$ cat config.mk
export PLATFORM = sky130hd
export DESIGN_NAME = pc_sequencer
export DESIGN_NICKNAME = d
export VERILOG_FILES = /design/src/rtl/pc_sequencer_pkg.sv /design/src/rtl/pc_sequencer_ras.sv /design/src/rtl/pc_sequencer.sv
export SDC_FILE = /design/constraint.sdc
export NUM_CORES = 1
export LEC_CHECK = 0
export BUFFER_PORTS_ARGS = -buffer_cell sky130_fd_sc_hd__buf_4
export CORE_UTILIZATION = 30
export CTS_BUF_LIST = sky130_fd_sc_hd__clkbuf_8 sky130_fd_sc_hd__clkbuf_16
export DETAILED_ROUTE_END_ITERATION = 12
export SYNTH_ARGS = -nofsm -noshare
export SYNTH_HDL_FRONTEND = slang
export SYNTH_HIERARCHICAL = 1
export SYNTH_SLANG_ARGS = --single-unit
export TNS_END_PERCENT = 50
$ cat constraint.sdc
create_clock -name clk -period 6.8 [get_ports clk]
set_input_delay 0.34 -clock clk [delete_from_list [all_inputs] [get_ports clk]]
set_output_delay 0.34 -clock clk [all_outputs]
set_load 0.01 [all_outputs]
$ cat src/rtl/pc_sequencer_pkg.sv
// pc_sequencer_pkg: flag/error bit indices and branch-kind codes shared with the decoder
package pc_sequencer_pkg;
  localparam int FLAG_Z = 3;
  localparam int FLAG_C = 2;
  localparam int FLAG_S = 1;
  localparam int FLAG_V = 0;
  localparam int ERR_MULTI = 2;
  localparam int ERR_OVF = 1;
  localparam int ERR_UNF = 0;
  localparam int NUM_STROBES = 12;
  typedef enum logic [3:0] {
    K_NONE, K_B, K_BR, K_BZ, K_BNZ, K_BCY, K_BNCY,
    K_BS, K_BNS, K_BV, K_BNV, K_CALL, K_RET
  } br_kind_e;
  function automatic logic multi_hot(input logic [NUM_STROBES-1:0] v);
    return (v & (v - 1'b1)) != '0;
  endfunction
endpackage

$ cat src/rtl/pc_sequencer_ras.sv
// ras_stack: circular return-address LIFO; a push when full overwrites the oldest entry
module ras_stack #(
  parameter int W = 32,
  parameter int DEPTH = 8
) (
  input  logic         clk,
  input  logic         rst_n,
  input  logic         push,
  input  logic         pop,
  input  logic [W-1:0] din,
  output logic [W-1:0] top,
  output logic         empty,
  output logic         full,
  output logic         ovf,
  output logic         unf
);
  localparam int PW = $clog2(DEPTH);
  logic [W-1:0] mem [DEPTH];
  logic [PW-1:0] sp, sp_dec;
  logic [PW:0] cnt;
  assign sp_dec = sp - 1'b1;
  assign top = mem[sp_dec];
  assign empty = cnt == '0;
  assign full = cnt == (PW+1)'(DEPTH);
  assign ovf = push & full;
  assign unf = pop & empty;
  // storage: write at the free slot, wrapping over the oldest entry
  always_ff @(posedge clk)
    if (push) mem[sp] <= din;
  // pointer and occupancy; an underflowing pop leaves both untouched
  always_ff @(posedge clk or negedge rst_n)
    if (!rst_n) begin
      sp <= '0;
      cnt <= '0;
    end else if (push) begin
      sp <= sp + 1'b1;
      cnt <= full ? cnt : cnt + 1'b1;
    end else if (pop && !empty) begin
      sp <= sp_dec;
      cnt <= cnt - 1'b1;
    end
endmodule

$ cat src/rtl/pc_sequencer.sv
// pc_sequencer: next-PC stage with flags, return stack and redirect/flush; PC_SEQ_BRANCH_CNT_EN adds a taken-branch counter
module pc_sequencer
  import pc_sequencer_pkg::*;
#(
  parameter int ADDR_W = 32,
  parameter int RAS_DEPTH = 8,
  parameter logic [ADDR_W-1:0] RESET_PC = '0
) (
  input  logic              clk,
  input  logic              rst_n,
  input  logic              stall,
  input  logic              b,
  input  logic              br,
  input  logic              bz,
  input  logic              bnz,
  input  logic              bcy,
  input  logic              bncy,
  input  logic              bs,
  input  logic              bns,
  input  logic              bv,
  input  logic              bnv,
  input  logic              call,
  input  logic              ret,
  input  logic [ADDR_W-1:0] target,
  input  logic [ADDR_W-1:0] rs_val,
  input  logic              flag_we,
  input  logic              alu_z,
  input  logic              alu_c,
  input  logic              alu_s,
  input  logic              alu_v,
  output logic [ADDR_W-1:0] pc,
  output logic [3:0]        flags,
  output logic              redirect,
  output logic              flush,
  output logic              ras_empty,
  output logic              ras_full,
  output logic [2:0]        err,
  output logic [15:0]       br_taken_cnt
);
  logic [NUM_STROBES-1:0] strobes;
  logic cond, take, push, pop, ovf, unf, multi;
  logic [ADDR_W-1:0] pc_inc, tgt, ras_top;
  assign strobes = {ret, call, br, b, bz, bnz, bcy, bncy, bs, bns, bv, bnv};
  assign multi = multi_hot(strobes);
  assign pc_inc = pc + 1'b1;
  assign push = call & ~ret & ~stall;
  assign pop = ret & ~stall;
  assign redirect = take;
  // winner selection: ret > call > br > b > conditionals, evaluated on registered flags
  always_comb begin
    cond = bz   ?  flags[FLAG_Z] :
           bnz  ? !flags[FLAG_Z] :
           bcy  ?  flags[FLAG_C] :
           bncy ? !flags[FLAG_C] :
           bs   ?  flags[FLAG_S] :
           bns  ? !flags[FLAG_S] :
           bv   ?  flags[FLAG_V] :
           bnv  ? !flags[FLAG_V] : 1'b0;
    take = ret ? !ras_empty : (call | br | b) ? 1'b1 : cond;
    tgt = ret ? ras_top : (br && !call) ? rs_val : target;
  end
  ras_stack #(.W(ADDR_W), .DEPTH(RAS_DEPTH)) u_ras (
    .clk(clk), .rst_n(rst_n), .push(push), .pop(pop), .din(pc_inc),
    .top(ras_top), .empty(ras_empty), .full(ras_full), .ovf(ovf), .unf(unf)
  );
  // architectural state: pc, flags, sticky errors; flush follows an acted-on redirect
  always_ff @(posedge clk or negedge rst_n)
    if (!rst_n) begin
      pc <= RESET_PC;
      flags <= '0;
      flush <= 1'b0;
      err <= '0;
    end else begin
      flush <= redirect & ~stall;
      if (!stall) begin
        pc <= redirect ? tgt : pc_inc;
        if (flag_we) flags <= {alu_z, alu_c, alu_s, alu_v};
        err <= err | {multi, ovf, unf};
      end
    end
`ifdef PC_SEQ_BRANCH_CNT_EN
  logic [15:0] cnt_q;
  // saturating count of acted-on redirects
  always_ff @(posedge clk or negedge rst_n)
    if (!rst_n) cnt_q <= '0;
    else if (!stall && redirect && cnt_q != 16'hFFFF) cnt_q <= cnt_q + 1'b1;
  assign br_taken_cnt = cnt_q;
`else
  assign br_taken_cnt = '0;
`endif
endmodule

# After elaboration in Yosys (flattened, before gate mapping)
# Memories as Yosys holds them, arrays and structs flattened.
# Index checks and enable logic that the tools add are counted.
dict set report word_totals {
  out_inout_bits 59
  memories 1
  register_bits 47
  elab_cells 60
  ramBits 256
}
# name depth width read_ports rd_ports_with_merged_regs wr line_no
set memory_table {}
lappend memory_table {u_ras.mem 8 32 1 0 1 pc_sequencer_ras.sv:18} ;# logic [W-1:0] mem [DEPTH];
dict set report op_classes {
  bitwise 12
  eq_ne 2
  n_reduce_logical 13
  muxes 20
  n_addsub 6
}
# op n
set op_table {}
lappend op_table {{$mux W32} 3}
lappend op_table {{$add A32 B1 Y32 const B} 1}
lappend op_table {{$and A12 B12 Y12} 1}
lappend op_table {{$mux W1} 12}
lappend op_table {{$mux W4} 3}
lappend op_table {{$reduce_bool A12 Y1} 1}
lappend op_table {{$sub A12 B1 Y12 const B} 1}
lappend op_table {{$and A1 B1 Y1} 6}
lappend op_table {{$logic_not A1 Y1} 6}
lappend op_table {{$mux W3} 2}
lappend op_table {{$add A4 B1 Y4 const B} 1}
lappend op_table {{$eq A4 B4 Y1 const B} 1}
lappend op_table {{$logic_not A4 Y1} 1}
lappend op_table {{$reduce_and A2 Y1} 2}
lappend op_table {{$sub A4 B1 Y4 const B} 1}
lappend op_table {{$add A3 B1 Y3 const B} 1}
lappend op_table {{$or A3 B3 Y3} 1}
lappend op_table {{$sub A3 B1 Y3 const B} 1}
lappend op_table {{$logic_and A1 B1 Y1} 2}
lappend op_table {{$ne A2 B2 Y1 const B} 1}
lappend op_table {{$not A1 Y1} 2}
lappend op_table {{$or A1 B1 Y1} 2}
lappend op_table {{$reduce_bool A2 Y1} 1}

# Depth between registers and ports, before layout
dict set report depth {
  word_depth 12
  ltp_mapped 12
  mapped_depth_nobuf 8
}

# Modules after synthesis
# The synthesis kept the hierarchy.
# mod instances area_per_inst_um2 cells_per_inst seq_area_each_um2
set modules_own_cells {}
lappend modules_own_cells {ras_stack 1 10262.3 427 7862.5}
lappend modules_own_cells {pc_sequencer 1 3767.4 466 1001.0}

# Least setup slack after synthesis
# No wires, ideal clock.
dict set report synth_timing {
  path_kind {input to register}
  startpoint {in ret}
  endpoint {mem u_ras.mem[1][0], enable pin}
  t_required_ps 6339
  slack_ps 2951
  n_path_buf 3
  path_stages 6
  t_arrival_ps 3388
  cell_sequence {clkbuf_1 -> clkbuf_1 -> nor3b_1 -> buf_2 -> nand2_1 -> nor3_1}
}
dict set report synth_between {
  elab_chain_cells 5
}
# element line_no
set synth_lines {}
lappend synth_lines {{start: declaration} pc_sequencer.sv:23} ;# input logic ret,
lappend synth_lines {{$not A1 Y1} pc_sequencer.sv:46} ;# assign push = call & ~ret & ~stall;
lappend synth_lines {{$and A1 B1 Y1 (2 in series)} pc_sequencer.sv:46}
lappend synth_lines {{net push} pc_sequencer.sv:41} ;# logic cond, take, push, pop, ovf, unf, multi;
lappend synth_lines {{$mux W1} pc_sequencer_ras.sv:29} ;# if (push) mem[sp] <= din;
lappend synth_lines {{$mux W1 (implied by the code)} pc_sequencer_ras.sv:29}
lappend synth_lines {{end: declaration} pc_sequencer_ras.sv:18}
# The timed path passes the listed nets, and every way through them passes these cells.

# Worst setup path in the final report
dict set report layout_timing {
  startpoint {reg u_ras.sp[0]}
  endpoint {reg pc[31]}
}
dict set report layout_between {
  elab_chain_cells 4
}
# element line_no
set layout_lines {}
lappend layout_lines {{start: declaration} pc_sequencer_ras.sv:19} ;# logic [PW-1:0] sp, sp_dec;
lappend layout_lines {{start signal: assignment} pc_sequencer_ras.sv:36} ;# sp <= sp + 1'b1;
lappend layout_lines {{start signal: assignment} pc_sequencer_ras.sv:39} ;# sp <= sp_dec;
lappend layout_lines {{$sub A3 B1 Y3} pc_sequencer_ras.sv:21} ;# assign sp_dec = sp - 1'b1;
lappend layout_lines {{$mem_v2 Z8 W32} n/a}
lappend layout_lines {{net ras_top[31]} pc_sequencer.sv:42} ;# logic [ADDR_W-1:0] pc_inc, tgt, ras_top;
lappend layout_lines {{$mux W32} pc_sequencer.sv:60} ;# tgt = ret ? ras_top : (br && !call) ? rs_val : target;
lappend layout_lines {{$mux W32} pc_sequencer.sv:76} ;# pc <= redirect ? tgt : pc_inc;
lappend layout_lines {{end signal: assignment} pc_sequencer.sv:76}
lappend layout_lines {{end: declaration} pc_sequencer.sv:31} ;# output logic [ADDR_W-1:0] pc,
# The timed path passes the listed nets, and every way through them passes these cells.
# A chain may end at the register's enable or synchronous reset.

==> impl_metrics.ini <==
[status]
outcome = finished, final reports clean

[final_layout]
area_growth_pct = 17.6
n_antenna_cell = 0
fill_cells = 4309
drive_above_1_share_pct = 30.5
nets = 1098

[sta]
fmax_mhz = 257
worst_pin_slew_ps = 1290
setup_tns_ps = 0
skew_ps = 22.5
worst_slack_ps = 2910
period_needed_ps = 3890
setup_violations = 0
rsz0062_at_grt = no
slew_headroom_pct = 13.7
hold_viol = 0
period_share_pct = 57.3
finalMaxSlewViolations = 0

[logic_synthesis]
yosysWarnings = 6
ys_seq_area_share_pct = 63.2
ys.flop_type = edfxtp_1
synthMuxAreaShare_pct = 17.2
synth_fa_ha_area_share_pct = 0.660
ys_seq_elements = 303
ys_types = 83
netlist_instances = 893
netlist.area_leader.share_pct = 54.8
syn_area_per_cell_um2 = 15.7
synth_edf_count = 256
synth.area.top_cells = edfxtp_1 55%, mux4_2 10%, dfrtp_1 8.4%, mux2i_1 2.6%, mux2_4 2.6%
synth_top_family_by_area = multiplexers
netlist_area_um2 = 14000
synth_compound_area_share_pct = 6.05
synthSimpleGateAreaFrac_pct = 7.09
async_flop_share_pct = 15.5
synth_largest_area_cell = edfxtp_1
synthXorXnorAreaFrac_pct = 2.24

[worst_setup_path]
slowest_delay_ps = 970
slowest_stage = ha_2
worstPathRequired_ps = 7240
critPathMaxFanout = 35
criticalPathCategory = flip-flop to flip-flop
cp.arrival_ps = 4330
cp-start-kind = flip-flop
path_cells = inv_1 -> ha_2 -> buf_4 -> mux4_2 -> mux2_2 -> nand2_1 -> o21ai_0 -> mux2_2 -> o22a_1
cp-end-kind = flip-flop
worst_path_most_repeated_cell = mux2_2

[power_and_ir_drop]
peakVddDrop_mv = 0.198
p_leak_nw = 5.80
p_per_area_nw_per_um2 = 423

[floorplan]
design.core.area_um2 = 45800
ioPinCount = 143
die-area_um2 = 47600
die_y_um = 218
fp.dieW_um = 218
rows = 78
initial_core_util_pct = 30.7

[grt]
grt_max_degree = 63
gr-total-overflow = 0
grt_pass1_wl_um = 52200
grt_pass1_vias = 8286
grt_usage_pct = 14.5
antenna_found_initial = 0

[clock_network]
tritoncts = built
cts_resized = 0
clock_sinks = 303
root_buffer = clkbuf_16
cts.hold.buffers_added = 2
numCtsBuffers = 31
post-cts-setup-buffer-count = 0
clock_path_buffers = 3
clkTransAtPathRegs_ps = 60
htreeDepth = 1
clk_latency_ps = 560

[placed_design]
gp_routability_congestion = 0.753
dp_slack_ps = 2820
place_hpwl_um = 21800
port_buffers = 126

[route]
viasPerCell = 5.09
first_iter_violations = 563
wire_per_inst_um = 21.3
ant_nets = 0
drc_errors = 0
drt_wl_total_um = 34700
first_pass_iters = 7
num_vias = 8306

[job]
cap_violations = 0

[hold_path]
hold_path_class = input pin to flip-flop
[stage by stage]
stage | cells | hold slack (ps) | cell area [um2] | total power (W) | util, %
2_1_floorplan | 908 | 44.4 | 14100 | 0.00464 | -
3_3_place_gp | 1573 | 441 | 15500 | 0.00535 | 33.9
3_5_place_dp | 1573 | 446 | 15500 | 0.00541 | 33.9
4_1_cts | 1632 | 9.72 | 16500 | 0.00706 | 36.1
5_1_grt | 1632 | 12.4 | 16500 | 0.00733 | 36.1
6_report | 1632 | 28.1 | 16500 | 0.00698 | 36.1
[synth_stat cells (9+ instances only)]
cell type / count
a21oi_1: 21
buf_2: 18
buf_4: 23
clkbuf_1: 20
dfrtp_1: 47
edfxtp_1: 256
inv_1: 11
mux2_2: 19
mux2_4: 24
mux2i_1: 36
mux4_2: 63
nand2_1: 67
nand3_1: 25
nand4_1: 14
nor2_1: 31
nor3_1: 17
o21ai_0: 31
o22a_1: 9
xnor2_1: 23
xor2_1: 11
[routing by layer]
layer | wire [um] | up-vias | track usage, % | part of all wire, %
met5 | 0 | - | 0 | 0
met4 | 515 | 0 | 2.70 | 1.5
met3 | 2130 | 36 | 2.35 | 6.1
met2 | 16300 | 293 | 23.7 | 47
met1 | 15800 | 4265 | 20.4 | 46
li1 | - | 3712 | - | -
[path summary, 6_finish.rpt]
| check | start | to | slack [ps] | cells after the start |
|---|---|---|---|---|
| max reg2reg | u_ras/sp[0] | pc[31] | 2910 | 9 |
| min in group asynchronous | rst_n | pc[20] | 440 | 2 |
| min | alu_v | flags[0] | 30 | 2 |
| max | u_ras/sp[0] | pc[31] | 2910 | 9 |
| max in group asynchronous | rst_n | u_ras/sp[0] | 5760 | 2 |
| min reg2reg | err[1] | err[1] | 460 | 1 |
[placed cells by master (no fill, tap or decap), types with 4 or more instances in the layout]
master	Yosys	layout
a21o_1	4	4
a21oi_1	21	21
a22oi_1	8	8
and2_1	5	5
buf_4	23	138
clkbuf_16	0	31
clkinv_1	1	9
conb_1	1	16
dfrtp_1	47	46
edfxtp_1	256	256
ha_1	5	4
inv_1	11	18
mux2_2	19	19
mux2_4	24	24
mux2i_1	36	36
mux4_2	63	63
nand2_1	67	67
nand2b_1	5	4
nand3_1	25	25
nand4_1	14	14
nor2_1	31	25
nor2_4	0	6
nor3_1	17	15
nor4_1	4	4
o211ai_1	5	5
o21a_1	4	4
o21ai_0	31	31
o22a_1	9	9
o311ai_0	5	5
xnor2_1	23	23
xor2_1	11	11
[flip-flops by register name, indices dropped and copies added, names as in the netlist]
register and count:
u_ras/cnt 4, flags 4, u_ras/mem 256, u_ras/sp 3, pc 32, err 3, flush 1
[cell type report]
class / count / area (um2) / share of cell area (%)
flip-flops and latches: 303 / 8870 / 53.7
multi-input cells: 519 / 4800 / 29.1
repair buffers: 140 / 1060 / 6.40
clock buffers: 32 / 790 / 4.78
well taps: 600 / 751 / 4.55
clock inverters: 25 / 193 / 1.17
inverters: 13 / 48.8 / 0.296
[where the power goes]
part | switching [W] | internal, W | leakage (nW) | total [W]
clock network | 0.000691 | 0.000947 | 0.498 | 0.00164
logic | 0.00126 | 0.00129 | 2.43 | 0.00254
registers | 0.000333 | 0.00247 | 2.87 | 0.00280
total | 0.00228 | 0.00470 | 5.80 | 0.00698
[logic make-up (layout without fill, tap and decap cells)]
logic type	Yosys count	after routing
simple gates	196	196
buf+inv	86	210
compound gates	120	120
flops	303	303
xor+xnor	35	35
fa+ha+maj	7	7
mux	145	145
other cells	1	16
[critical path, delay by kind of cell, from the launching register on]
kind	cells	cell delay, ps
multiplexers	3	950
AO/OA/AOI/OAI	2	290
buffers and inverters	2	750
flip-flops	1	740
adder cells (fa/ha/maj)	1	970
AND/OR/NAND/NOR	1	60
(Power assumes the default switching activity.)
